File: config.mk
export PLATFORM = sky130hd
export DESIGN_NAME = i2c_target_regs
export DESIGN_NICKNAME = d
export VERILOG_FILES = /design/src/rtl/i2c_target_regs.sv
export SDC_FILE = /design/constraint.sdc
export NUM_CORES = 1
export LEC_CHECK = 0
export CORE_ASPECT_RATIO = 0.9
export CORE_MARGIN = 5
export CORE_UTILIZATION = 43
export CTS_BUF_LIST = sky130_fd_sc_hd__clkbuf_2 sky130_fd_sc_hd__clkbuf_4 sky130_fd_sc_hd__clkbuf_8
export DETAILED_ROUTE_END_ITERATION = 12
export DONT_BUFFER_PORTS = 1
export HOLD_SLACK_MARGIN = 0.08
export SETUP_SLACK_MARGIN = 0.02
export SYNTH_ARGS = -nofsm -noshare
export SYNTH_HDL_FRONTEND = slang
export SYNTH_SLANG_ARGS = --single-unit
File: constraint.sdc
create_clock -name clk -period 3.3 [get_ports clk]
set_input_delay 0.495 -clock clk [delete_from_list [all_inputs] [get_ports clk]]
set_output_delay 0.495 -clock clk [all_outputs]
set_load 0.05 [all_outputs]
File: src/rtl/i2c_target_regs.sv
// i2c_target_regs: I2C target with two read-only status bytes and two read/write control bytes.
module i2c_target_regs #(
  parameter logic [6:0] ADDR = 7'h52,
  parameter int         FILT = 3
) (
  input  logic       clk,
  input  logic       reset,
  input  logic       scl_i,
  input  logic       sda_i,
  output logic       sda_oe,
  input  logic [7:0] stat0,
  input  logic [7:0] stat1,
  output logic [7:0] ctrl0,
  output logic [7:0] ctrl1,
  output logic       wr_strobe,
  output logic       busy
);
  localparam int CW = $clog2(FILT + 1);
  localparam logic [3:0] S_IDLE  = 4'd0;
  localparam logic [3:0] S_ADDR  = 4'd1;
  localparam logic [3:0] S_AACK  = 4'd2;
  localparam logic [3:0] S_PTR   = 4'd3;
  localparam logic [3:0] S_PACK  = 4'd4;
  localparam logic [3:0] S_WDATA = 4'd5;
  localparam logic [3:0] S_WACK  = 4'd6;
  localparam logic [3:0] S_RDATA = 4'd7;
  localparam logic [3:0] S_RACK  = 4'd8;

  logic [1:0]    scl_s, sda_s;
  logic          scl_f, sda_f;
  logic [CW-1:0] scl_c, sda_c;
  logic          scl_chg, sda_chg, scl_rise, scl_fall, start, stop, shifting;
  logic [3:0]    state, bcnt;
  logic [7:0]    sr, rd_byte;
  logic [1:0]    ptr;
  logic          rw, oe;

  always_ff @(posedge clk or negedge reset)
    if (!reset) begin
      scl_s <= 2'b11;
      sda_s <= 2'b11;
      scl_f <= 1'b1;
      sda_f <= 1'b1;
      scl_c <= '0;
      sda_c <= '0;
    end else begin
      scl_s <= {scl_s[0], scl_i};
      sda_s <= {sda_s[0], sda_i};
      scl_c <= (scl_s[1] == scl_f || scl_chg) ? '0 : scl_c + 1'b1;
      sda_c <= (sda_s[1] == sda_f || sda_chg) ? '0 : sda_c + 1'b1;
      if (scl_chg) scl_f <= scl_s[1];
      if (sda_chg) sda_f <= sda_s[1];
    end

  // Edges are taken from the filter's accept pulse so the FSM reacts in the same clk the level flips.
  assign scl_chg  = scl_s[1] != scl_f && scl_c == CW'(FILT - 1);
  assign sda_chg  = sda_s[1] != sda_f && sda_c == CW'(FILT - 1);
  assign scl_rise = scl_chg & ~scl_f;
  assign scl_fall = scl_chg & scl_f;
  assign start    = sda_chg & sda_f & scl_f & ~scl_chg;
  assign stop     = sda_chg & ~sda_f & scl_f & ~scl_chg;
  assign shifting = state == S_ADDR || state == S_PTR || state == S_WDATA;
  assign rd_byte  = ptr[1] ? (ptr[0] ? ctrl1 : ctrl0) : (ptr[0] ? stat1 : stat0);
  assign sda_oe   = oe & reset & ~start;

  always_ff @(posedge clk or negedge reset)
    if (!reset) begin
      state     <= S_IDLE;
      bcnt      <= 4'd0;
      sr        <= 8'h00;
      ptr       <= 2'd0;
      rw        <= 1'b0;
      oe        <= 1'b0;
      ctrl0     <= 8'h00;
      ctrl1     <= 8'h00;
      wr_strobe <= 1'b0;
      busy      <= 1'b0;
    end else begin
      wr_strobe <= 1'b0;
      if (start) begin
        state <= S_ADDR;
        bcnt  <= 4'd0;
        oe    <= 1'b0;
      end else if (stop) begin
        state <= S_IDLE;
        oe    <= 1'b0;
        busy  <= 1'b0;
      end else if (scl_rise) begin
        if (shifting) begin
          sr   <= {sr[6:0], sda_f};
          bcnt <= bcnt + 4'd1;
        end else if (state == S_RACK && sda_f) begin
          state <= S_IDLE;
          busy  <= 1'b0;
        end
      end else if (scl_fall) begin
        case (state)
          S_ADDR:
            if (bcnt == 4'd8) begin
              if (sr[7:1] == ADDR) begin
                state <= S_AACK;
                oe    <= 1'b1;
                busy  <= 1'b1;
                rw    <= sr[0];
              end else begin
                state <= S_IDLE;
                busy  <= 1'b0;
              end
            end
          S_PTR:
            if (bcnt == 4'd8) begin
              ptr   <= sr[1:0];
              oe    <= 1'b1;
              state <= S_PACK;
            end
          S_WDATA:
            if (bcnt == 4'd8) begin
              if (ptr == 2'd2) ctrl0 <= sr;
              if (ptr == 2'd3) ctrl1 <= sr;
              wr_strobe <= ptr[1];
              ptr       <= ptr + 2'd1;
              oe        <= 1'b1;
              state     <= S_WACK;
            end
          S_AACK, S_PACK, S_WACK: begin
            bcnt <= 4'd0;
            if (state == S_AACK && rw) begin
              state <= S_RDATA;
              sr    <= rd_byte;
              oe    <= ~rd_byte[7];
            end else begin
              state <= state == S_AACK ? S_PTR : S_WDATA;
              oe    <= 1'b0;
            end
          end
          S_RDATA:
            if (bcnt == 4'd7) begin
              oe    <= 1'b0;
              ptr   <= ptr + 2'd1;
              state <= S_RACK;
            end else begin
              oe   <= ~sr[6];
              sr   <= {sr[6:0], 1'b0};
              bcnt <= bcnt + 4'd1;
            end
          S_RACK: begin
            state <= S_RDATA;
            bcnt  <= 4'd0;
            sr    <= rd_byte;
            oe    <= ~rd_byte[7];
          end
          default: ;
        endcase
      end
    end
endmodule
==> flow_metrics.py, run 1 <==
metrics = {
    "outcome": {
        "status": "complete, no violations",
    },
    "synth": {
        "ys_seq_elements": 48,
        "synth_fa_ha_area_frac": 0.02740,
        "synth-main-ff-cell": "dfrtp_1",
        "synth_cells": 250,
        "synth_area_leaders": "dfrtp_1, mux2_2, mux4_2",
        "netlist_top_cells_count": "dfrtp_1, a21oi_1, mux2_2",
        "synth-seq-area-share": 0.4411,
        "synthMuxAreaShare": 0.1699,
        "syn_avg_cell_area_um2": 10.96,
        "synth_compound_area_frac": 0.1411,
        "netlist_area_um2": 2740,
        "synth_top_family_by_area": "simple AND/OR/NAND/NOR gates",
        "synth_cell_type_count": 52,
        "syn_nets": 276,
        "synth.largest_area_cell": "dfrtp_1",
        "synth_edf_count": 0,
        "synth-simple-area-share": 0.1735,
        "yosysMostFrequentCell": "dfrtp_1",
        "synth-xor-area-share": 0.01279,
        "yosysTopAreaCellShare": 0.3836,
        "ys_warn_count": 0,
        "async_flop_share": 1.000,
    },
    "global_route": {
        "antenna_found_initial": 0,
        "grt_overflow": 0,
        "grt_pass1_wl_um": 9922,
        "grt_util_all_layers": 0.1547,
        "grt_max_degree": 49,
        "grt_pass1_vias": 1930,
    },
    "sta": {
        "timing.final.hold_violations": 0,
        "setup_violations": 0,
        "maxSlewViolCount": 0,
        "slew_headroom": 0.4172,
        "min_period_ns": 2.673,
        "worst_slew_pin_slew_ns": 0.8629,
        "fmax_ghz": 0.3742,
        "final.setup.tns_ns": 0,
        "period_share": 0.8099,
        "finalClockSkew_ns": 0.007112,
        "rsz0062_at_grt": "false",
    },
    "layout": {
        "fin_util": 0.4797,
        "antenna_cells": 0,
        "final_nets": 273,
        "fillers": 579,
        "synthToLayoutAreaGrowth_pct": 7.626,
        "drive_gt1_frac": 0.2016,
    },
    "critical_path": {
        "crit_buf_inv": 1,
        "critical-path-slowest-cell": "and3_1",
        "crit_path_max_fanout": 13,
        "critPathRequiredTime_ns": 2.80,
        "end_kind": "primary output",
        "worstSetupPathType": "reg -> out",
        "r2r-end": "ctrl1[5]",
        "cp_data_arrival_time_ns": 2.18,
        "reg2reg_slack_ns": 0.90,
        "crit_family": "simple AND/OR/NAND/NOR gates",
        "max_stage_delay_ns": 0.50,
        "worst_setup_path_start_kind": "flop",
        "reg2regPathDepth": 7,
        "timing.rr.start": "scl_c[0]",
        "crit_chain": "inv_1 > ha_1 > nand2b_1 > nand3_1 > or3_1 > and3_1",
    },
    "route": {
        "topRoutingLayerUsed": "met4",
        "vias": 1934,
        "ant_nets": 0,
        "wl_per_cell_um": 17.65,
        "routed_wl_um": 5913,
        "viasPerCell": 5.773,
        "wl_met1_um": 3015,
        "met2_length_um": 2542,
        "route.met3.wl_um": 319,
        "remaining_drc_errors": 0,
        "dr.pass1.iters": 4,
        "drtIter0Drc": 119,
    },
    "floorplanning": {
        "pin_count": 39,
        "core_um2": 6148,
        "fp.dieW_um": 94.15,
        "rows": 27,
        "initial_core_util": 0.4457,
        "die_h_um": 85.73,
        "dieArea_um2": 8071,
    },
    "placed_design": {
        "place_congestion": 0.7751,
        "numPortBuffers": 0,
        "dp_hpwl_um": 4250,
    },
    "min_path": {
        "hold_depth": 0,
        "holdCritStartpoint": "sda_i",
        "hp-class": "in -> reg",
        "holdPathEnd": "sda_s[0]",
    },
    "clocking": {
        "htreeDepth": 2,
        "cts_resized": 0,
        "cts_sinks": 48,
        "worstSkewPairLatency_ns": 0.31,
        "clk_pin_slew_ns": 0.09,
        "cts_buffers": 5,
        "cts_buffer_depth": 2,
        "cts_tree": "built",
        "clockRootBuffer": "clkbuf_8",
    },
    "power_and_ir_drop": {
        "p_per_area_nw_per_um2": 494.9,
        "p_leak_nw": 1.274,
        "peakVddDrop_uv": 295.1,
    },
    "flow_run": {
        "maxCapViolations": 0,
    },
}
-- sequential cells by signal (all words and copies together) (netlist names), 2 cells and up --
| name | flops |
|---|---|
| bcnt | 4 |
| sda_s | 2 |
| ptr | 2 |
| scl_c | 2 |
| state | 4 |
| ctrl1 | 8 |
| sda_c | 2 |
| scl_s | 2 |
| sr | 8 |
| ctrl0 | 8 |
-- worst register-to-register path, stage by stage, from the launching register on --
cell,delay [ns]
dfrtp_1,0.38
inv_1,0.06
ha_1,0.44
and3b_1,0.30
nand2_1,0.12
nor4_1,0.29
nand2_1,0.34
mux2_2,0.37
-- power breakdown --
group	leakage, nW	internal (W)	switching [W]
logic	0.610	0.000118	0.000141
registers	0.609	0.000658	0.000101
clock network	0.0548	0.000229	0.000213
-- logic make-up (layout without fill, tap and decap cells) --
| kind of cell | count (synthesis) | count (layout) |
|---|---|---|
| adder cells (fa/ha/maj) | 6 | 6 |
| flip-flops | 48 | 48 |
| AO/OA/AOI/OAI | 59 | 59 |
| AND/OR/NAND/NOR | 77 | 77 |
| multiplexers | 34 | 34 |
| XOR/XNOR | 4 | 4 |
| buffers and inverters | 22 | 20 |
-- area by class of cell --
cell class	count	area (µm²)	share of cell area
clock buffer	5	68.82	0.02333
tap	87	108.9	0.03691
multi-input combinational	180	1438	0.4875
sequential	48	1209	0.4098
clock inverter	3	46.29	0.01570
timing repair buffer	3	45.04	0.01527
inverter	9	33.78	0.01146
-- through the flow --
stage	setup WS [ns]	area (µm²)	cells	total power, W	hold WS, ns
floorplan	1.127	2740	250	0.0009593	0.1994
global placement	0.9676	2796	325	0.001007	0.2016
global route	0.4445	2949	335	0.001555	0.1616
finish	0.6274	2949	335	0.001460	0.1805
CTS	0.6217	2949	335	0.001472	0.1771
detailed placement	0.8758	2796	325	0.001014	0.2011
-- per-layer routing --
metal,track usage,vias up
li1,-,931
met1,0.2340,952
met3,0.04211,4
met2,0.2165,47
met5,0,-
met4,0.04331,0
-- how the worst max path moves through the flow --
stage	startpoint	end	slack [ns]	cells after the start
3_3_place_gp	scl_c[0]	ctrl1[6]	0.97	7
3_5_place_dp	scl_c[0]	ctrl1[5]	0.88	7
5_1_grt	scl_c[0]	sda_oe	0.44	6
4_1_cts	scl_c[0]	sda_oe	0.62	6
2_1_floorplan	scl_c[0]	sda_oe	1.13	7
6_report	scl_c[0]	sda_oe	0.63	6
-- cell usage in the layout, fill, tap and decap left out, drive strengths merged, types with 8 or more instances in the layout --
master and n:
dfrtp 42, o21ai 10, mux4 8, nand3 8, nand2 15, nor3 9, mux2 20, nor2 12
a21oi 20, inv 10
-- what timing repair did --
| action | CTS | global route |
|---|---|---|
| hold buffers | 2 | 0 |
| hold endpoints to repair | 48 | 0 |
| setup buffers | 0 | 0 |
(Power assumes the default switching activity.)
==> run 2: changes to the inputs <==
Settings changed: ABC_AREA set to 1.
Clock period 3.3 ns to 2.75 ns, I/O delays scaled along.
==> flow_metrics.py, run 2 <==
metrics = {
    "min_path": {
        "hp-class": "reg -> reg",
        "holdCritStartpoint": "scl_s[0]",
    },
    "clocking": {
        "cts_resized": 0,
        "cts_sinks": 48,
        "htreeDepth": 2,
        "worstSkewPairLatency_ns": 0.30,
        "hold_buffers": 2,
        "post-cts-setup-buffer-count": 0,
        "cts_buffer_depth": 2,
        "cts_buffers": 5,
        "cts_tree": "built",
        "clockRootBuffer": "clkbuf_8",
        "clk_pin_slew_ns": 0.09,
    },
    "route": {
        "wl_per_cell_um": 14.15,
        "dr.pass1.iters": 5,
        "drtIter0Drc": 175,
        "vias": 2541,
        "remaining_drc_errors": 0,
        "ant_nets": 0,
        "routed_wl_um": 6919,
        "viasPerCell": 5.196,
    },
    "critical_path": {
        "worstSetupPathType": "reg -> out",
        "reg2reg_slack_ns": 0.86,
        "end_kind": "primary output",
        "timing.rr.start": "ptr[0]",
        "worst_setup_path_start_kind": "flop",
        "critPathRequiredTime_ns": 2.34,
        "cp_data_arrival_time_ns": 1.69,
        "critPathLaunch": "scl_f",
        "crit_path_max_fanout": 6,
    },
    "flow_run": {
        "maxCapViolations": 0,
    },
    "placed_design": {
        "place_congestion": 0.8413,
        "placed_area_um2": 2979,
        "dp_hpwl_um": 5144,
        "numPortBuffers": 0,
    },
    "power_and_ir_drop": {
        "p_per_area_nw_per_um2": 569.9,
        "p_comb_frac": 0.204,
        "peakVddDrop_uv": 514.7,
        "intPower_w": 0.001259,
        "power.share.switching": 0.3038,
        "power_switching_w": 0.0005497,
        "p_leak_nw": 1.602,
        "p_clk_frac": 0.340,
        "power.share.sequential": 0.455,
    },
    "layout": {
        "synthToLayoutAreaGrowth_pct": 8.511,
        "final_common_cell": "nand2_1",
        "fillers": 681,
        "antenna_cells": 0,
        "drive_gt1_frac": 0.1529,
        "top_regs": "ctrl0 x8, ctrl1 x8, sr x8",
        "final_cell_mix": "nand2_1, nand3_1, dfrtp_1",
        "fin_util": 0.4820,
        "post-route-cell-area_um2": 3174,
        "final_nets": 424,
    },
    "sta": {
        "rsz0062_at_grt": "false",
        "worst_slew_pin_slew_ns": 0.5578,
        "final.setup.tns_ns": 0,
        "fmax_ghz": 0.4749,
        "setup_violations": 0,
        "slew_headroom": 0.6281,
        "finalClockSkew_ns": 0.006893,
        "timing.final.hold_violations": 0,
        "period_share": 0.7658,
        "maxSlewViolCount": 0,
        "min_period_ns": 2.106,
    },
    "synth": {
        "yosysTopAreaCellShare": 0.3593,
        "synth.largest_area_cell": "dfrtp_1",
        "synth_cells": 394,
        "syn_nets": 420,
        "ys_warn_count": 0,
        "ys_seq_elements": 48,
        "yosysMostFrequentCell": "nand2_1",
        "synth-seq-area-share": 0.4132,
        "syn_avg_cell_area_um2": 7.425,
        "netlist_area_um2": 2925,
        "synth_cell_type_count": 34,
        "synth-main-ff-cell": "dfrtp_1",
        "synth_area_leaders": "dfrtp_1, nand2_1, nand3_1",
        "async_flop_share": 1.000,
        "netlist_top_cells_count": "nand2_1, dfrtp_1, nand3_1",
        "synth_edf_count": 0,
    },
    "floorplanning": {
        "pin_count": 39,
        "dieArea_um2": 8555,
        "die_h_um": 88.25,
        "rows": 28,
        "initial_core_util": 0.4441,
        "core_um2": 6586,
        "fp.dieW_um": 96.94,
    },
    "global_route": {
        "grt_pass1_vias": 2303,
        "grt_overflow": 0,
        "grt_pass1_wl_um": 11510,
        "antenna_found_initial": 0,
        "grt_max_degree": 49,
        "grt_util_all_layers": 0.1659,
    },
    "outcome": {
        "status": "complete, no violations",
    },
}
[run 2: cell families (layout without fill, tap and decap cells)]
group	after synthesis	in the layout	synth area share
AOI/OAI and AO/OA	50	50	0.1031
xor gates and xnor gates	2	2	0.005989
adders and majority gates	6	6	0.02566
buffers and inverters	54	59	0.08384
DFF	48	48	0.4132
and+or+nand+nor	234	234	0.3683
[run 2: final timing paths]
kind	to	cells after the start
hold / removal	scl_s[1]	0
hold reg to reg	scl_s[1]	0
min in group asynchronous	busy	2
max in group asynchronous	sda_f	2
setup / recovery	sda_oe	7
setup reg to reg	ctrl0[2]	6
[run 2: layout make-up]
type | count | area (µm²) | share of cell area
Clock inverter | 3 | 68.82 | 0.02168
Clock buffer | 5 | 68.82 | 0.02168
Inverter | 45 | 171.4 | 0.05400
Sequential cell | 48 | 1209 | 0.3808
Timing Repair Buffer | 6 | 72.57 | 0.02286
Tap cell | 90 | 112.6 | 0.03548
Multi-Input combinational cell | 292 | 1471 | 0.4635
[run 2: metal layers]
| metal | part of all wire | up-vias | routed length, µm | global-route usage |
|---|---|---|---|---|
| met3 | 0.057 | 2 | 395 | 0.03152 |
| met1 | 0.51 | 1205 | 3495 | 0.2593 |
| met4 | 0.0042 | 0 | 29 | 0.03827 |
| met2 | 0.43 | 58 | 2999 | 0.2362 |
| li1 | - | 1276 | - | - |
| met5 | 0 | - | 0 | 0 |
[run 2: power groups by stage]
stage / clock [W] / sequential (W) / combinational (W)
2_1_floorplan: 0 / 0.000825 / 0.000287
3_3_place_gp: 0 / 0.000838 / 0.000342
3_5_place_dp: 0 / 0.000838 / 0.000345
4_1_cts: 0.000632 / 0.000823 / 0.000367
5_1_grt: 0.000665 / 0.000837 / 0.000428
6_report: 0.000616 / 0.000824 / 0.000370
[run 2: worst max-delay path: stages, from the launching register on]
cell,delay [ns]
dfstp_2,0.60
nand2_1,0.08
nand2_2,0.09
nand2_4,0.08
nand2_4,0.10
inv_1,0.06
nor2_1,0.15
buf_4,0.23
[run 2: per-stage QoR]
stage	worst slack [ns]	power [W]	cells	hold WS (ns)
final	0.6442	0.001809	489	0.3595
after global routing	0.5236	0.001929	489	0.3712
after CTS	0.6451	0.001822	487	0.08920
after detailed placement	0.8848	0.001182	477	0.1188
after global placement	0.9206	0.001180	477	0.1188
after floorplan	0.7624	0.001111	394	0.1169
